<file path="config.mk">
export PLATFORM = sky130hd
export DESIGN_NAME = multicycle_maindec
export DESIGN_NICKNAME = d
export VERILOG_FILES = /design/src/rtl/multicycle_maindec.sv
export SDC_FILE = /design/constraint.sdc
export NUM_CORES = 1
export LEC_CHECK = 0
export ABC_AREA = 1
export BUFFER_PORTS_ARGS = -buffer_cell sky130_fd_sc_hd__buf_2
export CORE_MARGIN = 5
export CORE_UTILIZATION = 37
export DETAILED_ROUTE_END_ITERATION = 10
export GPL_ROUTABILITY_DRIVEN = 0
export PLACE_DENSITY = 0.73
export SLEW_MARGIN = 20
export SYNTH_ARGS = -nofsm -noshare
export SYNTH_HDL_FRONTEND = slang
export SYNTH_SLANG_ARGS = --single-unit
</file>
<file path="constraint.sdc">
create_clock -name clk -period 1.1 [get_ports clk]
set_input_delay 0.165 -clock clk [delete_from_list [all_inputs] [get_ports clk]]
set_output_delay 0.165 -clock clk [all_outputs]
set_load 0.05 [all_outputs]
</file>
<file path="src/rtl/multicycle_maindec.sv">
// Control FSM for the RV32I multicycle core: walks each instruction through
// fetch/decode/execute/memory/writeback and drives datapath enables and selects.
`timescale 1ns/1ps
module multicycle_maindec #(
    parameter int unsigned MEM_HANDSHAKE = 0,
    parameter int unsigned EN_UTYPE      = 1
) (
    input  logic       clk,
    input  logic       reset,
    input  logic [6:0] op,
    input  logic       Zero,
    input  logic       MemReady,
    output logic       PCWrite,
    output logic       AdrSrc,
    output logic       MemWrite,
    output logic       MemReq,
    output logic       IRWrite,
    output logic       RegWrite,
    output logic [1:0] ResultSrc,
    output logic [1:0] ALUSrcA,
    output logic [1:0] ALUSrcB,
    output logic [1:0] ALUOp,
    output logic [2:0] ImmSrc,
    output logic       InstrDone,
    output logic       Illegal
);

    localparam logic [6:0] OP_LW    = 7'b0000011;
    localparam logic [6:0] OP_SW    = 7'b0100011;
    localparam logic [6:0] OP_R     = 7'b0110011;
    localparam logic [6:0] OP_I     = 7'b0010011;
    localparam logic [6:0] OP_BEQ   = 7'b1100011;
    localparam logic [6:0] OP_JAL   = 7'b1101111;
    localparam logic [6:0] OP_LUI   = 7'b0110111;
    localparam logic [6:0] OP_AUIPC = 7'b0010111;

    typedef enum logic [3:0] {
        S_FETCH, S_DECODE, S_MEMADR, S_MEMREAD, S_MEMWB, S_MEMWRITE,
        S_EXECUTER, S_EXECUTEI, S_LUI, S_AUIPC, S_JAL, S_ALUWB, S_BEQ, S_ILLEGAL
    } state_t;

    state_t state, state_next;
    logic   pc_update;
    logic   branch;
    logic   mem_done;
    logic   utype_en;

    // Without the handshake every memory access completes in its first cycle.
    assign mem_done = (MEM_HANDSHAKE == 0) ? 1'b1 : MemReady;
    assign utype_en = (EN_UTYPE != 0);
    assign PCWrite  = pc_update | (branch & Zero);

    always_ff @(posedge clk or posedge reset) begin
        if (reset) state <= S_FETCH;
        else       state <= state_next;
    end

    always_comb begin
        state_next = state;
        pc_update  = 1'b0;
        branch     = 1'b0;
        AdrSrc     = 1'b0;
        MemWrite   = 1'b0;
        MemReq     = 1'b0;
        IRWrite    = 1'b0;
        RegWrite   = 1'b0;
        ResultSrc  = 2'b00;
        ALUSrcA    = 2'b00;
        ALUSrcB    = 2'b00;
        ALUOp      = 2'b00;
        InstrDone  = 1'b0;
        Illegal    = 1'b0;
        case (state)
            S_FETCH: begin
                MemReq    = 1'b1;
                ALUSrcB   = 2'b10;
                ResultSrc = 2'b10;
                if (mem_done) begin
                    IRWrite    = 1'b1;
                    pc_update  = 1'b1;
                    state_next = S_DECODE;
                end
            end
            S_DECODE: begin
                // Branch target is precomputed here into ALUOut.
                ALUSrcA = 2'b01;
                ALUSrcB = 2'b01;
                case (op)
                    OP_LW, OP_SW: state_next = S_MEMADR;
                    OP_R:         state_next = S_EXECUTER;
                    OP_I:         state_next = S_EXECUTEI;
                    OP_BEQ:       state_next = S_BEQ;
                    OP_JAL:       state_next = S_JAL;
                    OP_LUI:       state_next = utype_en ? S_LUI : S_ILLEGAL;
                    OP_AUIPC:     state_next = utype_en ? S_AUIPC : S_ILLEGAL;
                    default:      state_next = S_ILLEGAL;
                endcase
            end
            S_MEMADR: begin
                ALUSrcA    = 2'b10;
                ALUSrcB    = 2'b01;
                state_next = (op == OP_SW) ? S_MEMWRITE : S_MEMREAD;
            end
            S_MEMREAD: begin
                AdrSrc = 1'b1;
                MemReq = 1'b1;
                if (mem_done) state_next = S_MEMWB;
            end
            S_MEMWB: begin
                ResultSrc  = 2'b01;
                RegWrite   = 1'b1;
                InstrDone  = 1'b1;
                state_next = S_FETCH;
            end
            S_MEMWRITE: begin
                AdrSrc = 1'b1;
                MemReq = 1'b1;
                if (mem_done) begin
                    MemWrite   = 1'b1;
                    InstrDone  = 1'b1;
                    state_next = S_FETCH;
                end
            end
            S_EXECUTER: begin
                ALUSrcA    = 2'b10;
                ALUOp      = 2'b10;
                state_next = S_ALUWB;
            end
            S_EXECUTEI: begin
                ALUSrcA    = 2'b10;
                ALUSrcB    = 2'b01;
                ALUOp      = 2'b10;
                state_next = S_ALUWB;
            end
            S_LUI: begin
                ALUSrcA    = 2'b11;
                ALUSrcB    = 2'b01;
                state_next = S_ALUWB;
            end
            S_AUIPC: begin
                ALUSrcA    = 2'b01;
                ALUSrcB    = 2'b01;
                state_next = S_ALUWB;
            end
            S_JAL: begin
                ALUSrcA    = 2'b01;
                ALUSrcB    = 2'b10;
                pc_update  = 1'b1;
                state_next = S_ALUWB;
            end
            S_ALUWB: begin
                RegWrite   = 1'b1;
                InstrDone  = 1'b1;
                state_next = S_FETCH;
            end
            S_BEQ: begin
                ALUSrcA    = 2'b10;
                ALUOp      = 2'b01;
                branch     = 1'b1;
                InstrDone  = 1'b1;
                state_next = S_FETCH;
            end
            S_ILLEGAL: begin
                Illegal    = 1'b1;
                state_next = S_ILLEGAL;
            end
            default: state_next = S_ILLEGAL;
        endcase
    end

    // Immediate format depends only on the opcode, never on the state.
    always_comb begin
        ImmSrc = 3'b000;
        case (op)
            OP_SW:            ImmSrc = 3'b001;
            OP_BEQ:           ImmSrc = 3'b010;
            OP_JAL:           ImmSrc = 3'b011;
            OP_LUI, OP_AUIPC: ImmSrc = utype_en ? 3'b100 : 3'b000;
            default:          ImmSrc = 3'b000;
        endcase
    end

endmodule

</file>
==> metrics.md, run 1 <==
| Metric | Value |
|---|---|
| Post-Place Worst Slack | `-0.284 ns` |
| Effective utilization at floorplan | `0.385` |
| HPWL after detailed placement | `1.40 mm` |
| CTS root buf | `clkbuf_4` |
| Register bit count reported by yosys | `4` |
| Synth Warn # | `0` |
| Buffers on Ports | `28` |
| Io pins | `30` |
| CTS Buffer Depth | `2` |
| Initial antenna violation count | `0` |
| H-tree levels | `1` |
| Worst EP kind | `top-level output` |
| Log Error | `[ERROR DPL-0033] detailed placement checks failed during check placement.` |
| Die Y | `roughly 47 um` |
| Inserted Clock Buffers | `3` |
| Worst EP post-GRT repair | `ALUSrcB[0]` |
| Mean area per synthesized cell | `5.31 um^2` |
| CTS Sinks | `4` |
| Seq/Total Area, Yosys | `0.203` |
| Yosys cell types | `19` |
| Syn Inst Count | `between 90 and 100` |
| FP Rows | `13` |
| Status | `stopped before the end` |
| Syn Nets | `104` |
| Failing step | `global routing` |
| Pin count of the biggest net entering global routing | `7` |
| Post-Place Cell Area | `between 800 and 900 um^2` |
| Die Wd | `46.5 um` |
| Synthesized cell area | `494 um^2` |
-- cell families after synthesis --
logic type / after synthesis / synth area share
buffers and inverters: 21 / 0.167
DFF: 4 / 0.203
and+or+nand+nor: 55 / 0.463
AOI/OAI and AO/OA: 13 / 0.167
-- stage by stage --
stage / setup TNS, ns / utilization / hold WS [ns] / instances
after floorplan: -4.55 / - / -0.0690 / 93
after global placement: -3.49 / 0.695 / 0.0433 / 156
after detailed placement: -3.95 / 0.695 / 0.0484 / 156
after CTS: -6.58 / 0.869 / 0.326 / 163
-- synth_stat cells --
master,number,area (um^2)
inv_1,15,56.3
nand2_1,25,93.8
dfrtp_1,4,100
o21ai_2,1,8.76
nor3_1,2,10.0
a21oi_1,3,15.0
buf_4,1,7.51
o22ai_1,1,6.26
inv_2,5,18.8
o21ai_1,1,5.00
a31oi_1,1,6.26
nand3_1,4,20.0
o211ai_1,3,22.5
nand4_1,1,6.26
nand2_2,1,6.26
o21ai_0,2,10.0
nor2_2,4,25.0
a21oi_2,1,8.76
nor2_1,18,67.6
-- timing repair --
item	in CTS
buffers inserted	2
hold endpoints to repair	4
resized for setup	52
pin swaps	7
endpoints found under the setup margin	23
cloned	0
hold buffers	1
==> run 2: changes to the inputs <==
CORE_AREA = 5 5 66 68   (was not set)
CORE_MARGIN = not set   (was 5)
CORE_UTILIZATION = not set   (was 37)
DIE_AREA = 0 0 71 73   (was not set)
PLACE_DENSITY = not set   (was 0.73)
PLACE_DENSITY_LB_ADDON = 0.15   (was not set)
clock period = 1.45 ns   (was 1.1 ns; I/O delays follow)
==> metrics.md, run 2 <==
| Metric | Value |
|---|---|
| Synth Warn # | `0` |
| Synthesized cell area | `494 um^2` |
| Slew @ Worst Pin | `0.253 ns` |
| Violated checks | `setup timing` |
| Fin worst setup slack | `-0.0877 ns` |
| RSZ-0062 raised after global routing | `true` |
| Seq/Total Area, Yosys | `0.203` |
| Req. time, crit path | `1.23 ns` |
| Final setup TNS | `-0.681 ns` |
| Post-synth ARST share | `1.00` |
| Share of the clock period used by the worst path | `1.06` |
| Largest register by flop count | `state` |
| Final Hold Viols | `0` |
| Area growth syn-to-layout | `122%` |
| WHS | `0.423 ns` |
| GRT overflow | `0` |
| Total Routing Usage GR | `0.0708` |
| Post-synth EDFFs | `0` |
| CTS root buf | `clkbuf_8` |
| # setup viols final | `12` |
| Io pins | `30` |
| Mean area per synthesized cell | `5.31 um^2` |
| Inserted Clock Buffers | `3` |
| Die Wd | `71 um` |
| Most common cell after layout, fill and taps aside | `nand2_1` |
| Vias post-DR | `713` |
| Yosys cell types | `19` |
| Detailed-route vias per instance | `3.77` |
| Arrival time at the worst endpoint | `1.32 ns` |
| Effective utilization at floorplan | `0.130` |
| Worst Hold Depth | `6` |
| Reg2reg path depth | `7` |
| Final clock skew | `roughly 0.00055 ns` |
| Nets | `152` |
| Top-count cell post-synth | `nand2_1` |
| Antenna diodes | `0` |
| Commonest non-fill, non-tap cells in the layout | `nand2_1, buf_4, nor2_4, buf_2` |
| Die Area | `5180 um^2` |
| Max Fclk | `approximately 650 MHz` |
| Register bit count reported by yosys | `4` |
| Clk slew on worst S/H paths | `0.03 ns` |
| Max-cap violations | `0` |
| Crit Path Class | `reg -> out` |
| Clock Latency Late Sink | `0.21 ns` |
| Post-route antenna net violation count | `0` |
| Routed len/inst | `9.36 um` |
| Detailed Routing Iterations Pass 1 | `4` |
| DRT iter0 DRCs | `32` |
| Proportion of layout cells with a drive suffix above 1 | `0.604` |
| Buffers on Ports | `28` |
| Area fraction of the dominant cell type after synthesis | `0.203` |
| Die Y | `73 um` |
| Crit start category | `register` |
| Min-delay worst type | `in -> reg` |
| Regs by FF count | `state: 4 flops` |
| Max transition margin | `0.833` |
| R2R setup slack | `0.09 ns` |
| First-pass GRT wire length | `around 3.0 mm` |
| CTS Buffer Depth | `2` |
| Pin count of the biggest net entering global routing | `7` |
| HPWL after detailed placement | `around 1.4 mm` |
| CP Capture Type | `output port` |
| H-tree levels | `1` |
| Top FF cell, synth | `dfrtp_1` |
| Vias in the first global route | `744` |
| FP Rows | `23` |
| Syn Nets | `about 100` |
| DRT Wirelength | `1.77 mm` |
| Crit-path max FO | `5` |
| Final Max Slew Viols | `0` |
| Status | `complete, but fails checks` |
| Initial antenna violation count | `0` |
| Core Area | `3800 um^2` |
| Synth area leaders | `dfrtp_1, nand2_1, nor2_1, inv_1, nor2_2` |
| Max reg flops | `4` |
| Most area-hungry cell type in the Yosys netlist | `dfrtp_1` |
| CTS tree | `built` |
| Detailed-route DRC error count | `0` |
| Most instantiated cells after synthesis | `nand2_1, nor2_1, inv_1` |
| CTS Sinks | `4` |
| Syn Inst Count | `93` |
| Period minus WS final | `1.54 ns` |
-- run 2: critical path, stage by stage, from the launching register on --
cell and delay [ns]:
dfrtp_2 0.46, nor2_4 0.17, inv_2 0.07, nor2_4 0.10
inv_2 0.07, nand3_2 0.08, buf_8 0.14
-- run 2: worst paths after layout --
path | from | to
min | op[5] | state[0]$_DFF_PP0_
min reg2reg | state[3]$_DFF_PP0_ | state[1]$_DFF_PP0_
max | state[2]$_DFF_PP0_ | PCWrite
max reg2reg | state[2]$_DFF_PP0_ | state[1]$_DFF_PP0_
min in group asynchronous | reset | state[1]$_DFF_PP0_
max in group asynchronous | reset | state[2]$_DFF_PP0_
-- run 2: cell families (layout without fill, tap and decap cells) --
logic type,Yosys count,after routing,share of synthesized area
flip-flops,4,4,0.203
AO/OA/AOI/OAI,13,13,0.167
AND/OR/NAND/NOR,55,55,0.463
buffers and inverters,21,67,0.167
-- run 2: per-stage QoR --
stage / instances / setup WS, ns / instance area, um^2 / utilization
detailed placement: 178 / -0.00159 / 821 / 0.216
global route: 189 / -0.169 / 1100 / 0.289
floorplan: 93 / -0.224 / 569 / -
global placement: 178 / -0.0193 / 821 / 0.216
CTS: 186 / -0.0780 / 1020 / 0.269
finish: 189 / -0.0877 / 1100 / 0.289
-- run 2: layout make-up --
cell class,count,area (um^2)
sequential,4,104
timing repair buffer,44,377
inverter,20,75.1
tap,50,62.6
multi-input combinational,68,438
fill,432,2700
clock buffer,3,41.3
-- run 2: repair_timing --
action                                  CTS  global route
endpoints found under the hold margin     4             0
setup buffers                             4             3
pin swaps                                 5             4
resized for setup                        36            21
endpoints found under the setup margin   15            18
hold buffers                              1             0
-- run 2: layer usage --
metal,track usage,vias to the layer above,part of all wire
li1,-,382,-
met1,0.0841,307,0.45
met2,0.119,22,0.48
met3,0.00964,2,0.052
met4,0.0459,0,0.015
met5,0,-,0
Power of run 2 is left out: the tool's default activity adds up to more than one toggle a clock period on the data nets, which glitch-free logic cannot reach.
